==> config.mk <==
export PLATFORM = sky130hd
export DESIGN_NAME = prince_sbox_cms_seq
export DESIGN_NICKNAME = d
export VERILOG_FILES = /design/src/rtl/prince_sbox_cms_seq.sv
export SDC_FILE = /design/constraint.sdc
export NUM_CORES = 1
export LEC_CHECK = 0
export BUFFER_PORTS_ARGS = -buffer_cell sky130_fd_sc_hd__buf_2
export CAP_MARGIN = 30
export CORE_MARGIN = 5
export CORE_UTILIZATION = 51
export DETAILED_ROUTE_END_ITERATION = 16
export PLACE_DENSITY = 0.86
export SLEW_MARGIN = 40
export SYNTH_ARGS = -nofsm -noshare
export SYNTH_HDL_FRONTEND = slang
export SYNTH_SLANG_ARGS = --single-unit
==> constraint.sdc <==
create_clock -name clk -period 2.3 [get_ports clk]
set_input_delay 0.23 -clock clk [delete_from_list [all_inputs] [get_ports clk]]
set_output_delay 0.23 -clock clk [all_outputs]
set_load 0.02 [all_outputs]
==> src/rtl/prince_sbox_cms_seq.sv <==
// Nibble-serial sequencer for the pipelined CMS-masked PRINCE S-box.
// It issues one state nibble per enabled cycle into the S-box. It tracks
// in-flight nibbles with a valid pipe that is LAT enabled cycles deep, and
// steers each result back into the state register in issue order. The block
// carries control only. The pipeline advances only in cycles where fresh
// mask randomness is acknowledged.
module prince_sbox_cms_seq #(
    parameter int N_NIB = 16,
    parameter int LAT   = 2,
    parameter int IDX_W = $clog2(N_NIB)
) (
    input  logic             clk,
    input  logic             rst_n,
    input  logic             start_i,
    input  logic             rnd_ack_i,
    output logic             rnd_req_o,
    output logic             sb_en_o,
    output logic             issue_o,
    output logic [IDX_W-1:0] nib_sel_o,
    output logic             wr_en_o,
    output logic [IDX_W-1:0] wr_idx_o,
    output logic             busy_o,
    output logic             done_o
);

    typedef enum logic [1:0] {
        IDLE = 2'd0,
        RUN  = 2'd1,
        DONE = 2'd2
    } state_t;

    // Counters are one bit wider than an index so that N_NIB never wraps.
    localparam logic [IDX_W:0] CNT_FULL = (IDX_W+1)'(N_NIB);
    localparam logic [IDX_W:0] CNT_LAST = (IDX_W+1)'(N_NIB - 1);

    state_t           state;
    logic [IDX_W:0]   iss_cnt;
    logic [IDX_W:0]   wr_cnt;
    logic [LAT-1:0]   vld_p;

    logic             run;
    logic             en;
    logic             iss;
    logic             wr;
    logic             last_wr;

    // Enable comes only from FSM state and the randomness handshake, never from data.
    always_comb begin
        run     = (state == RUN);
        en      = run & rnd_ack_i;
        iss     = en & (iss_cnt < CNT_FULL);
        wr      = en & vld_p[LAT-1];
        last_wr = wr & (wr_cnt == CNT_LAST);
    end

    // Output decode: indices are forced to zero outside RUN.
    always_comb begin
        rnd_req_o = run;
        sb_en_o   = en;
        issue_o   = iss;
        wr_en_o   = wr;
        nib_sel_o = run ? iss_cnt[IDX_W-1:0] : '0;
        wr_idx_o  = run ? wr_cnt[IDX_W-1:0]  : '0;
        busy_o    = (state != IDLE);
        done_o    = (state == DONE);
    end

    // FSM, issue/write counters and valid pipe; everything freezes while en is low.
    always_ff @(posedge clk or negedge rst_n) begin
        if (!rst_n) begin
            state   <= IDLE;
            iss_cnt <= '0;
            wr_cnt  <= '0;
            vld_p   <= '0;
        end else begin
            case (state)
                IDLE: begin
                    if (start_i) begin
                        state   <= RUN;
                        iss_cnt <= '0;
                        wr_cnt  <= '0;
                        vld_p   <= '0;
                    end
                end
                RUN: begin
                    if (en) begin
                        iss_cnt <= iss_cnt + (IDX_W+1)'(iss);
                        wr_cnt  <= wr_cnt + (IDX_W+1)'(wr);
                        vld_p   <= (vld_p << 1) | LAT'(iss);
                        if (last_wr) begin
                            state <= DONE;
                        end
                    end
                end
                DONE: begin
                    state <= IDLE;
                end
                default: begin
                    state <= IDLE;
                end
            endcase
        end
    end

endmodule
### After elaboration in Yosys (flattened, before gate mapping)

Index checks and enable logic that the tools add are counted.

| operators by class | value |
|---|---|
| $lt $le $gt $ge | 1 |
| bitwise logic cells | 5 |
| equal/unequal tests | 6 |
| multiplexer cells | 14 |
| reduce and logical (&&, ||, !) cells | 5 |
| $add $sub $neg | 2 |

Operator list:

| cell | number |
|---|---|
| 5-bit one-hot mux with 2 select lines | 2 |
| 5-bit two-way mux | 3 |
| 5-bit by 1-bit adder with 5-bit output | 2 |
| 2-bit two-way mux | 5 |
| 4-bit two-way mux | 2 |
| 2-bit one-hot mux with 2 select lines | 2 |
| 3-bit AND reduction | 2 |
| 5-bit by 4-bit == test with 1-bit output, second input constant | 1 |
| 5-bit < comparator, second input constant | 1 |
| 1-bit AND | 4 |
| 2-bit != test, second input constant | 2 |
| 2-bit nonzero test | 2 |
| 2-bit by 1-bit == test with 1-bit output, second input constant | 1 |
| 2-bit == test, second input constant | 1 |
| 2-bit zero test | 1 |
| 2-bit by 1-bit != test with 1-bit output, second input constant | 1 |
| 2-bit by 1-bit bitwise OR with 2-bit output | 1 |

| word-level totals | value |
|---|---|
| bits of input ports | 4 |
| flip-flop bits (word level) | 14 |
| output and inout bits | 14 |
| logic and storage cells | 37 |

### Longest topological paths before layout

| depth | value |
|---|---|
| depth after elaboration | 7 |
| mapped depth | 8 |
| depth with buffers taken out | 7 |

### Least setup slack after synthesis

OpenSTA, ideal clock, no wires.

| timing | value |
|---|---|
| path kind | register to register |
| start point | register state[1] |
| end point | register iss_cnt[4] |
| cell stages (with the launch flop) | 9 |
| setup slack | 184 ps |
| library setup time | 77 ps |
| required time | 2,223 ps |
| path buffers | 1 |
| period minus slack after synthesis | 2,116 ps |
| arrival | 2,039 ps |
| cell sequence | dfrtp_1 buf_6 nand3b_1 nor2_1 ha_1 ha_1 nand4b_1 or3_1 a21oi_1 |

| on the way | value |
|---|---|
| longest elaborated chain between the ends | 6 |
| elaborated cells on any way between the ends | 11 |
| classes of those cells | add/sub: 1; eq/ne: 3; mux: 2; bitwise: 2; reduce/logical: 3 |

Ends and longest elaborated chain:

| item | line | RTL |
|---|---|---|
| start, declared | 36 | `state_t state;` |
| start signal, assigned | 71 | `state <= IDLE;` |
| start signal, assigned | 79 | `state <= RUN;` |
| start signal, assigned | 91 | `state <= DONE;` |
| 2-bit by 1-bit == test with 1-bit output | 49 | `run = (state == RUN);` |
| 1-bit AND | 50 | `en = run & rnd_ack_i;` |
| 1-bit AND | 51 | `iss = en & (iss_cnt < CNT_FULL);` |
| named net issue_o | 18 | `output logic issue_o,` |
| 5-bit by 1-bit adder with 5-bit output | 87 | `iss_cnt <= iss_cnt + (IDX_W+1)'(iss);` |
| 5-bit two-way mux | 86 | `if (en) begin` |
| 5-bit one-hot mux with 2 select lines | 76 | `case (state)` |
| end signal, assigned | 87 |  |
| end, declared | 37 | `logic [IDX_W:0] iss_cnt;` |

The timed path passes the listed nets, and every way through them passes these cells. The select of a mux whose other input is x is not followed.
A chain may end at the register's enable or synchronous reset.

### Final worst setup path

| timing | value |
|---|---|
| start point | register state[1] |
| end point | register iss_cnt[4] |

| on the way | value |
|---|---|
| longest elaborated chain between the ends | 6 |
| elaborated cells on any way between the ends | 11 |
| classes of those cells | add/sub: 1; eq/ne: 3; mux: 2; bitwise: 2; reduce/logical: 3 |

Ends and longest elaborated chain:

| item | line |
|---|---|
| 2-bit by 1-bit == test with 1-bit output | 49, 76 |
| 1-bit AND | 50 |
| 1-bit AND | 51 |
| 5-bit by 1-bit adder with 5-bit output | 87 |
| 5-bit two-way mux | 86 |
| 5-bit one-hot mux with 2 select lines | 76 |

Parallel ways exist; a longest one is shown, timed or not. The select of a mux whose other input is x is not followed.

==> results.md <==
* Antenna violations before repair at 0
* Pint at 0.0004368 W
* Comb pwr share at 25.2%
* Post-CTS sizing at 0
* Reg-to-Reg Start: state[1]$_DFFE_PN0P_
* Number of global-route vias before repair at 607
* DRT antenna net count at 0
* Post-synthesis sequential area ratio at 43.89%
* CP Max Fanout at 12
* Detailed-route wire length at 1694 µm
* Initial DRC Count at 7
* Rows at 14
* # setup viols final at 0
* Hold depth at 2
* Largest net degree at the start of global routing at 15
* # IOs at 18
* Worst reg2reg setup slack at approximately 250 ps
* Nets at 103
* Post-Syn Area at roughly 800 µm²
* Critical R2R Capture: iss_cnt[4]$_DFFE_PN0P_
* Ys Warns at 0
* Status: completed
* EDFF count, synth at 0
* Vias per cell at 5.739
* Leak Pwr at 0.4881 nW
* Inserted Diodes at 0
* Drt drc at 0
* Overflow left after global routing at 0
* WP data required at between 2000 and 3000 ps
* Tcrit/Tclk final at 89.02%
* Sw Share at roughly 33%
* Final Max Tran Viols at 0
* WL/cell at 15.26 µm
* Final Skew at 4.465 ps
* Slowest stage delay, CP at 480 ps
* Clock root cell: clkbuf_4
* Share of cells above drive strength 1 at 28.42%
* Hold Fails Final Rpt at 0
* Worst setup path end: iss_cnt[4]$_DFFE_PN0P_
* Critical-path cell list: nand3b_1 > nor2_1 > ha_1 > ha_1 > nand4b_1 > or3_1 > a21oi_1
* Rel. slew slack at 55.40%
* Number of max-cap violations at 0
* Fin Hold WS at 215.9 ps
* Wire length on met1 at 799 µm
* Register bit total from synthesis at 14
* Switching power at 0.0002148 W
* PwrDens at 709.6 nW/µm²
* Crit path DAT at 2260 ps
* Pre-CTS setup slack at 306.8 ps
* Clock power frac at 27.8%
* Top_reg_cell synth: dfrtp_1
* DIE AREA at around 2500 µm²
* Crit-path slowest cell: dfrtp_1
* Hold Path Class: input port to flip-flop
* Die Width at between 40 and 50 µm
* Minimum clock period at 2048 ps
* Initial Util at between 50% and 60%
* Mapped Avg Cell Area at 10.37 µm²
* Worst path depth at 7
* Detailed Place HPWL at 1244 µm
* TritonCTS clock tree: yes
* Clk_lat worst skew at 280 ps
* H-tree Lvls at 1
* VDD IR-drop max at 0.4797 mV
* Setup TNS at 0 ps
* Worst Tran Pin Value at 667.6 ps
* Final setup margin at 252.4 ps
* DR vias at 637
* Syn_nets at 84
* Met3 routed WL at 66 µm
* Crit path launch: state[1]$_DFFE_PN0P_
* Worst Setup Start Kind: flip-flop
* Max Used Layer: met4
* Reg2Reg Depth at 7
* Post-Synthesis Cells at 77
* CP Class: flip-flop to flip-flop
* Sequential power share at between 40% and 50%
* Area Overhead vs Synth at 15.05%
* Crit-path most repeated cell: ha_1
* 1st-pass router iterations at 4
* WP buf/inv at 0
* Delay-heaviest family, CP: simple AND/OR/NAND/NOR gates
* CTS clk-pin slew, worst paths at 90 ps
* Met2 wire len at ~800 µm
* First-pass GRT wire length at 2822 µm
* Async SR Flop Fraction at 100.0%
* Max Clk Rate at 488.4 MHz
* Core area at 1489 µm²
* GRT Total Usage at 14.77%
* Chip height at 49.56 µm
* Inserted Clock Buffers at 3
* RSZ-0062 raised after global routing: false
* # port buffers at 17
* Clk sinks at 14
* GP Congestion at 0.8004
* Maximum clock path buffer count at 2
* Cell variety after synth at 33
* Crit. End Element: flip-flop
* Hold Startpoint: rnd_ack_i
[stage by stage]
stage               total power, W  area [µm²]  std cells  utilization (%)
floorplan                0.0004246       798.3         77                -
global placement         0.0004696       872.1        106            58.57
detailed placement       0.0004744       872.1        106            58.57
CTS                      0.0006580       918.4        111            61.68
global route             0.0006926       918.4        111            61.68
finish                   0.0006517       918.4        111            61.68
[cell type report]
class                   count  area, µm²
fillers                   132      570.5
multi-input cells          55      401.6
clock buffers               4      36.28
well taps                  16      20.02
inverters                   4      15.01
repair buffers             18      95.09
flip-flops and latches     14      350.3
[synthesized netlist by cell type, types with 3 or more instances]
cell / number / area [µm²]
a21oi_1: 4 / 20.02
nand2_1: 3 / 11.26
inv_1: 3 / 11.26
and2_1: 7 / 43.79
dfrtp_1: 14 / 350.3
ha_1: 3 / 37.54
o21ai_0: 4 / 20.02
or3_1: 4 / 25.02
a22o_1: 4 / 35.03
[worst register-to-register path: stages (launching register included)]
cell	delay (ps)
dfrtp_1	480
nand3b_1	300
nor2_1	250
ha_1	220
ha_1	170
nand4b_1	110
or3_1	320
a21oi_1	150
[cell usage in the layout, fill, tap and decap left out, drive strengths merged]
cell type / count
and2: 7
dlygate4sd3: 1
clkbuf: 4
buf: 17
nand2: 3
or2: 2
or3b: 1
nand4b: 2
and3: 1
nand3b: 2
nor3b: 1
ha: 3
nand4: 2
or3: 4
and2b: 1
or4: 2
a21o: 1
o21ai: 4
o22ai: 1
nand2b: 2
a21oi: 4
nor4b: 1
inv: 4
o211ai: 2
mux2i: 2
dfrtp: 14
nor2b: 1
a22o: 4
nor2: 2
[power groups by stage]
stage / sequential [W] / combinational (W) / clock, W
2_1_floorplan: 0.000300 / 0.000125 / 0
3_3_place_gp: 0.000311 / 0.000159 / 0
3_5_place_dp: 0.000312 / 0.000163 / 0
4_1_cts: 0.000306 / 0.000166 / 0.000186
5_1_grt: 0.000313 / 0.000182 / 0.000198
6_report: 0.000307 / 0.000164 / 0.000181
[routing by layer]
| layer | vias up | global-route usage (%) |
|---|---|---|
| met5 | - | 0 |
| met4 | 0 | 7.860 |
| met3 | 4 | 4.217 |
| met2 | 10 | 22.03 |
| met1 | 308 | 19.06 |
| li1 | 315 | - |
[flip-flops by register name, summed over array words and instances, names as in the netlist]
name / cells
wr_cnt: 5
state: 2
vld_p: 2
iss_cnt: 5
[timing repair]
| action | 4_1_cts | 5_1_grt |
|---|---|---|
| hold endpoints to repair | 14 | 0 |
| setup buffers | 0 | 0 |
| hold buffers | 1 | 0 |
[cells by family (layout without fill, tap and decap cells)]
family / Yosys count / after routing / synth area share, %
and+or+nand+nor: 34 / 34 / 29.63
AOI/OAI and AO/OA: 16 / 16 / 13.01
DFF: 14 / 14 / 43.89
buffers and inverters: 8 / 26 / 5.798
adders and majority gates: 3 / 3 / 4.703
muxes: 2 / 2 / 2.978
[worst min path at each step]
stage / slack (ps) / end
global route: 210 / state[0]$_DFFE_PN0P_
global placement: 140 / iss_cnt[0]$_DFFE_PN0P_
finish: 220 / state[0]$_DFFE_PN0P_
floorplan: -70 / iss_cnt[0]$_DFFE_PN0P_
detailed placement: 140 / iss_cnt[0]$_DFFE_PN0P_
CTS: 200 / state[0]$_DFFE_PN0P_
(Power assumes the default switching activity.)
